`src/rtl/sar_scan_ctrl.sv`:
```
// ---------------------------------------------------------------------------
// sar_scan_ctrl
//
// Multi-channel SAR conversion sequencer. Walks the set bits of a latched
// channel mask, closes the sample switch for SAMPLE_CYC bit-periods, then
// resolves RES bits MSB-first by binary search against the external
// comparator. Each {channel, code} result goes into a show-ahead FIFO.
//
// Ports:
//   ADC_CLKIN    clock, all state on the rising edge
//   ADC_RESET    asynchronous active-high reset
//   ADC_START    scan enable (level)
//   CFG_CONT     1 = wrap and rescan at end of mask, 0 = single scan
//   CFG_RATE     bit-period D = 2^CFG_RATE clocks
//   CFG_CH_MASK  channels to convert, latched at scan start / wrap
//   ADC_COMP     comparator, 1 = analog input >= ADC_DAC
//   ADC_CH_SEL   analog mux select (holds last channel in idle)
//   ADC_SAMPLE   sample switch closed
//   ADC_DAC      DAC trial code, 0 outside conversion
//   BUSY         sequencer not idle
//   DOUT_*       FIFO head (valid/ready, code, channel)
//   FIFO_LEVEL   FIFO occupancy
//   OVF          sticky overflow, cleared by CLR_OVF
// ---------------------------------------------------------------------------
module sar_scan_ctrl #(
    parameter int unsigned NCH        = 4,
    parameter int unsigned RES        = 10,
    parameter int unsigned FIFO_DEPTH = 8,
    parameter int unsigned SAMPLE_CYC = 4,
    localparam int unsigned CHW       = (NCH > 1) ? $clog2(NCH) : 1,
    localparam int unsigned LVW       = $clog2(FIFO_DEPTH) + 1
) (
    input  logic             ADC_CLKIN,
    input  logic             ADC_RESET,
    input  logic             ADC_START,
    input  logic             CFG_CONT,
    input  logic [1:0]       CFG_RATE,
    input  logic [NCH-1:0]   CFG_CH_MASK,
    input  logic             ADC_COMP,
    output logic [CHW-1:0]   ADC_CH_SEL,
    output logic             ADC_SAMPLE,
    output logic [RES-1:0]   ADC_DAC,
    output logic             BUSY,
    output logic             DOUT_VALID,
    input  logic             DOUT_READY,
    output logic [RES-1:0]   DOUT_DATA,
    output logic [CHW-1:0]   DOUT_CH,
    output logic [LVW-1:0]   FIFO_LEVEL,
    output logic             OVF,
    input  logic             CLR_OVF
);

    // Counter must hold SAMPLE_CYC * 8 - 1 (longest sample phase at CFG_RATE=3).
    localparam int unsigned CNTW = $clog2(SAMPLE_CYC * 8 + 1);
    localparam int unsigned BW   = $clog2(RES);
    localparam int unsigned AW   = $clog2(FIFO_DEPTH);
    localparam int unsigned EW   = CHW + RES;

    localparam logic [1:0] ST_IDLE    = 2'd0;
    localparam logic [1:0] ST_SAMPLE  = 2'd1;
    localparam logic [1:0] ST_CONVERT = 2'd2;
    localparam logic [1:0] ST_STORE   = 2'd3;

    logic [1:0]      state_q, state_d;
    logic [CHW-1:0]  ch_q, ch_d;
    logic [NCH-1:0]  mask_q, mask_d;
    logic [1:0]      rate_q, rate_d;
    logic [CNTW-1:0] cnt_q, cnt_d;
    logic [BW-1:0]   bit_q, bit_d;
    logic [RES-1:0]  code_q, code_d;

    logic [RES-1:0]  trial;
    logic [CHW-1:0]  low_ch;
    logic [CHW-1:0]  next_ch;
    logic            next_found;

    // Phase lengths are loaded minus one; the counter runs down to zero.
    function automatic logic [CNTW-1:0] sample_len(input logic [1:0] r);
        return (CNTW'(SAMPLE_CYC) << r) - CNTW'(1);
    endfunction

    function automatic logic [CNTW-1:0] step_len(input logic [1:0] r);
        return (CNTW'(1) << r) - CNTW'(1);
    endfunction

    assign trial = {{(RES-1){1'b0}}, 1'b1} << bit_q;

    // Lowest set bit of the live configuration mask (used at latch points).
    always_comb begin
        low_ch = '0;
        for (int i = int'(NCH) - 1; i >= 0; i--) begin
            if (CFG_CH_MASK[i]) begin
                low_ch = CHW'(i);
            end
        end
    end

    // Next set bit of the latched mask strictly above the current channel.
    always_comb begin
        next_ch    = '0;
        next_found = 1'b0;
        for (int i = 0; i < int'(NCH); i++) begin
            if (!next_found && mask_q[i] && (i > int'(ch_q))) begin
                next_ch    = CHW'(i);
                next_found = 1'b1;
            end
        end
    end

    // -----------------------------------------------------------------------
    // Sequencer
    // -----------------------------------------------------------------------
    always_comb begin
        state_d = state_q;
        ch_d    = ch_q;
        mask_d  = mask_q;
        rate_d  = rate_q;
        cnt_d   = cnt_q;
        bit_d   = bit_q;
        code_d  = code_q;

        case (state_q)
            ST_IDLE: begin
                if (ADC_START && (CFG_CH_MASK != '0)) begin
                    mask_d  = CFG_CH_MASK;
                    rate_d  = CFG_RATE;
                    ch_d    = low_ch;
                    cnt_d   = sample_len(CFG_RATE);
                    state_d = ST_SAMPLE;
                end
            end

            ST_SAMPLE: begin
                if (cnt_q == '0) begin
                    cnt_d   = step_len(rate_q);
                    bit_d   = BW'(RES - 1);
                    code_d  = '0;
                    state_d = ST_CONVERT;
                end else begin
                    cnt_d = cnt_q - CNTW'(1);
                end
            end

            ST_CONVERT: begin
                if (cnt_q == '0) begin
                    // Comparator is only trusted at the end of the settle period.
                    if (ADC_COMP) begin
                        code_d = code_q | trial;
                    end
                    if (bit_q == '0) begin
                        state_d = ST_STORE;
                    end else begin
                        bit_d = bit_q - BW'(1);
                        cnt_d = step_len(rate_q);
                    end
                end else begin
                    cnt_d = cnt_q - CNTW'(1);
                end
            end

            ST_STORE: begin
                if (!ADC_START) begin
                    state_d = ST_IDLE;
                end else if (next_found) begin
                    ch_d    = next_ch;
                    cnt_d   = sample_len(rate_q);
                    state_d = ST_SAMPLE;
                end else if (CFG_CONT && (CFG_CH_MASK != '0)) begin
                    mask_d  = CFG_CH_MASK;
                    rate_d  = CFG_RATE;
                    ch_d    = low_ch;
                    cnt_d   = sample_len(CFG_RATE);
                    state_d = ST_SAMPLE;
                end else begin
                    state_d = ST_IDLE;
                end
            end

            default: state_d = ST_IDLE;
        endcase
    end

    always_ff @(posedge ADC_CLKIN or posedge ADC_RESET) begin
        if (ADC_RESET) begin
            state_q <= ST_IDLE;
            ch_q    <= '0;
            mask_q  <= '0;
            rate_q  <= '0;
            cnt_q   <= '0;
            bit_q   <= '0;
            code_q  <= '0;
        end else begin
            state_q <= state_d;
            ch_q    <= ch_d;
            mask_q  <= mask_d;
            rate_q  <= rate_d;
            cnt_q   <= cnt_d;
            bit_q   <= bit_d;
            code_q  <= code_d;
        end
    end

    assign ADC_CH_SEL = ch_q;
    assign ADC_SAMPLE = (state_q == ST_SAMPLE);
    assign ADC_DAC    = (state_q == ST_CONVERT) ? (code_q | trial) : '0;
    assign BUSY       = (state_q != ST_IDLE);

    // -----------------------------------------------------------------------
    // Result FIFO (show-ahead)
    // -----------------------------------------------------------------------
    logic [EW-1:0]  mem [FIFO_DEPTH];
    logic [AW-1:0]  wr_ptr_q, wr_ptr_d;
    logic [AW-1:0]  rd_ptr_q, rd_ptr_d;
    logic [LVW-1:0] level_q, level_d;
    logic           ovf_q, ovf_d;
    logic           push, pop, full, accept, ovf_set;
    logic [EW-1:0]  head;

    assign push    = (state_q == ST_STORE);
    assign pop     = DOUT_VALID && DOUT_READY;
    assign full    = (level_q == LVW'(FIFO_DEPTH));
    // A pop in the same cycle frees the slot the push needs.
    assign accept  = push && (!full || pop);
    assign ovf_set = push && full && !pop;

    always_comb begin
        wr_ptr_d = wr_ptr_q;
        rd_ptr_d = rd_ptr_q;
        if (accept) begin
            wr_ptr_d = wr_ptr_q + AW'(1);
        end
        if (pop) begin
            rd_ptr_d = rd_ptr_q + AW'(1);
        end
        level_d = level_q + LVW'(accept) - LVW'(pop);
    end

    // New overflow wins over a same-cycle clear.
    always_comb begin
        ovf_d = ovf_q;
        if (ovf_set) begin
            ovf_d = 1'b1;
        end else if (CLR_OVF) begin
            ovf_d = 1'b0;
        end
    end

    always_ff @(posedge ADC_CLKIN or posedge ADC_RESET) begin
        if (ADC_RESET) begin
            wr_ptr_q <= '0;
            rd_ptr_q <= '0;
            level_q  <= '0;
            ovf_q    <= 1'b0;
        end else begin
            wr_ptr_q <= wr_ptr_d;
            rd_ptr_q <= rd_ptr_d;
            level_q  <= level_d;
            ovf_q    <= ovf_d;
        end
    end

    // Storage needs no reset: the head is masked whenever the FIFO is empty.
    always_ff @(posedge ADC_CLKIN) begin
        if (accept) begin
            mem[wr_ptr_q] <= {ch_q, code_q};
        end
    end

    assign head       = mem[rd_ptr_q];
    assign DOUT_VALID = (level_q != '0);
    assign DOUT_DATA  = DOUT_VALID ? head[RES-1:0] : '0;
    assign DOUT_CH    = DOUT_VALID ? head[EW-1:RES] : '0;
    assign FIFO_LEVEL = level_q;
    assign OVF        = ovf_q;

endmodule

```
`config.mk`:
```
export PLATFORM = sky130hd
export DESIGN_NAME = sar_scan_ctrl
export DESIGN_NICKNAME = d
export VERILOG_FILES = /design/src/rtl/sar_scan_ctrl.sv
export SDC_FILE = /design/constraint.sdc
export NUM_CORES = 1
export LEC_CHECK = 0
export CORE_MARGIN = 10
export CORE_UTILIZATION = 42
export DETAILED_ROUTE_END_ITERATION = 8
export HOLD_SLACK_MARGIN = 0.08
export PLACE_DENSITY_LB_ADDON = 0.25
export REMOVE_ABC_BUFFERS = 1
export SLEW_MARGIN = 10
export SYNTH_ARGS = -nofsm -noshare
export SYNTH_HDL_FRONTEND = slang
export SYNTH_SLANG_ARGS = --single-unit
```
`constraint.sdc`:
```
create_clock -name ADC_CLKIN -period 3.5 [get_ports ADC_CLKIN]
set_clock_uncertainty 0.05 [all_clocks]
set_input_delay 0.7 -clock ADC_CLKIN [delete_from_list [all_inputs] [get_ports ADC_CLKIN]]
set_output_delay 0.7 -clock ADC_CLKIN [all_outputs]
set_load 0.03 [all_outputs]
```
==> flow_metrics.tcl, run 1 <==
set metrics [dict create \
    ys_ff_latch 136 \
    cts.path.max_buffers 2 \
    syn_inst 427 \
    yosys_most_used_dff "edfxtp_1" \
    p_int_mw 4.46 \
    synth.distinct_cells 56 \
    p_clk_share_pct 23.5 \
    min_period_over_period_pct 94.9 \
    final_hold_viol_count 0 \
    tns_ns 0 \
    num_vias 3694 \
    critPathCaptureType "output port" \
    switching_share_pct 37.0 \
    ios 45 \
    clk_pin_slew_ns 0.06 \
    drive_gt1_share_pct 19.4 \
    maxCapViolCount 0 \
    first_global_vias 3973 \
    grt_overflow 0 \
    dpl_cell_area_um2 6970 \
    dieHeight_um 142 \
    rsz0062_at_grt "false" \
    cts_buffers 17 \
    worstMarginPinSlew_ns 0.711 \
    fill_cells 1281 \
    hold_ws_ns 0.484 \
    rr_endpoint "FIFO_LEVEL[2]" \
    rr_startpoint "FIFO_LEVEL[2]" \
    min_from "OVF" \
    critical_path_arrival_ns 2.57 \
    core_um2 14500 \
    layout_common_cells "edfxtp_1 (96), clkdlybuf4s50_1 (43), dfrtp_1 (40)" \
    path_max_fanout 19 \
    setup_viol 0 \
    avgSynthCellArea_um2 14.6 \
    clock_sinks 136 \
    chipWidth_um 142 \
    wl_um 12800 \
    startpoint_type "register" \
    maxSlewViolCount 0 \
    async_reset_ff_share_pct 29.4 \
    fin_crit_ns 3.32 \
    dr.pass1.iters 4 \
    relSlewSlack_pct 52.1 \
    pwr-share-seq_pct 34.6 \
    cts-htree-levels 4 \
    p_comb_share_pct 42.0 \
    grt_max_degree 41 \
    post-place-ws_ns 0.601 \
    peakVddDrop_uv 478 \
    r2r_cells 13 \
    power_density_nw_per_um2 941 \
    io_buffers 44 \
    worstSkewPairLatency_ns 0.42 \
    antenna_found_initial 0 \
    drc 0 \
    syn2layout_area_growth_pct 20.3 \
    hp-class "register to register" \
    yosysWarningCount 0 \
    syn_area_um2 6250 \
    status "finished clean" \
    fp-row-count 44 \
    drt_iter0_drc 192 \
    utilization_pct 51.8 \
    fin_area_um2 7520 \
    cts_root_buf "clkbuf_16" \
    routabilityCongestion 0.835 \
    r2r_setup_slack_ns 0.98 \
    critical_path_required_ns 2.75 \
    diodes 0 \
    routedWlPerCell_um 18.7 \
    die-area_um2 20200 \
    leakage_nw 2.85 \
    initial_core_util_pct 43.0 \
    max_freq_mhz 301 \
    cts_tree "yes" \
    endpoint "ADC_DAC[7]" \
    worstSetupPathType "register to output port" \
    viasPerCell 5.39 \
    post_cts.repair.setup_buffers 0 \
    p_sw_mw 2.62 \
    ctsHoldBuffers 0 \
    dpl.hpwl_um 8750 \
    track_usage_pct 13.2 \
    cp-startpoint "state_q[0]" \
    synth_edf_count 96 \
    cts.repair.resized 0 \
    fin_ws_ns 0.180 \
    grt_pass1_wl_um 20800 \
    ant_nets 0 \
    seq_area_frac_synth_pct 62.1 \
    layout.cells.most_common "edfxtp_1" \
    final_net_count 522 \
]
-- kinds of logic after synthesis --
family          count (synthesis)  synth area share (%)
buf+inv                        44                  2.82
mux                            59                  14.6
simple gates                  104                  8.45
flops                         136                  62.1
xor+xnor                        8                  1.12
fa+ha+maj                      21                  4.32
compound gates                 55                  6.53
-- worst max-delay path, cell delays in order, from the launching register on --
cell and delay [ns]:
dfrtp_1 0.41, inv_1 0.14, ha_1 0.62, nor2b_1 0.28, clkdlybuf4s50_1 0.70
-- per-layer routing --
layer / GRT usage [%] / routed length [um] / up-vias
li1: - / - / 1743
met1: 15.5 / 5520 / 1868
met2: 22.2 / 6570 / 65
met3: 3.50 / 535 / 18
met4: 5.86 / 216 / 0
met5: 0 / 0 / -
-- sequential cells by signal, summed over array words and instances (netlist names) --
name	cells
wr_ptr_q	3
rd_ptr_q	3
OVF	1
FIFO_LEVEL	4
bit_q	4
cnt_q	6
ADC_CH_SEL	2
rate_q	2
state_q	2
code_q	10
mem	96
mask_q	3
-- Yosys cell counts (2+ instances only) --
| cell | instances | area share, % |
|---|---|---|
| inv_1 | 28 | 1.7 |
| o41ai_1 | 2 | 0.28 |
| a311oi_1 | 2 | 0.28 |
| a21oi_1 | 13 | 1.0 |
| nor3_1 | 9 | 0.72 |
| mux2i_1 | 16 | 2.6 |
| clkbuf_1 | 11 | 0.66 |
| dfrtp_1 | 40 | 16 |
| xor2_1 | 4 | 0.56 |
| nor2_1 | 28 | 1.7 |
| and3_1 | 3 | 0.30 |
| nand3_1 | 6 | 0.48 |
| o21a_1 | 4 | 0.48 |
| a22o_1 | 3 | 0.42 |
| a22oi_1 | 2 | 0.24 |
| or2_2 | 2 | 0.20 |
| nor4_1 | 2 | 0.20 |
| o21ai_0 | 7 | 0.56 |
| xnor2_1 | 4 | 0.56 |
| a21o_1 | 2 | 0.24 |
| or3_1 | 2 | 0.20 |
| nor2b_1 | 13 | 1.3 |
| nor3b_1 | 3 | 0.36 |
| ha_1 | 20 | 4.0 |
| mux4_2 | 24 | 8.6 |
| edfxtp_1 | 96 | 46 |
| o32ai_1 | 4 | 0.56 |
| mux2_2 | 19 | 3.4 |
| nand2_1 | 22 | 1.3 |
| nand2b_1 | 5 | 0.50 |
| buf_2 | 3 | 0.24 |
| o211ai_1 | 2 | 0.24 |
| nand4_1 | 2 | 0.20 |
| o21ai_2 | 2 | 0.28 |
-- worst min path at each step --
stage	endpoint	slack [ns]	cells past startpoint
after floorplan	wr_ptr_q[0]	0.43	2
after global placement	wr_ptr_q[0]	0.46	2
after detailed placement	wr_ptr_q[0]	0.47	2
after CTS	wr_ptr_q[0]	0.49	2
after global routing	OVF	0.52	2
final	OVF	0.48	2
-- final cells by class --
type | count | area (um2) | share of cell area [%]
Clock buffer | 19 | 433 | 5.76
Sequential cell | 136 | 3880 | 51.6
Tap cell | 184 | 230 | 3.06
Clock inverter | 13 | 124 | 1.65
Multi-Input combinational cell | 247 | 2190 | 29.1
Timing Repair Buffer | 58 | 556 | 7.39
Inverter | 28 | 105 | 1.40
-- through the flow --
stage                     instances  power, mW
after global routing            685       7.52
final                           685       7.07
after detailed placement        653       5.49
after floorplan                 411       4.47
after global placement          653       5.41
after CTS                       685       7.17
-- power groups by stage --
stage               clock network (mW)  registers, mW  logic [mW]
floorplan                            0           2.55        1.93
global placement                     0           2.44        2.96
detailed placement                   0           2.48        3.01
CTS                               1.70           2.45        3.02
global route                      1.77           2.50        3.25
finish                            1.66           2.44        2.97
No activity file was read; power rests on OpenSTA's default activity.
==> inputs of run 2 (changes only) <==
CTS_CLUSTER_SIZE = 28   (was unset)
==> results of run 2 <==
Same layout as run 1: the final DEF is identical, and so are final timing and power.
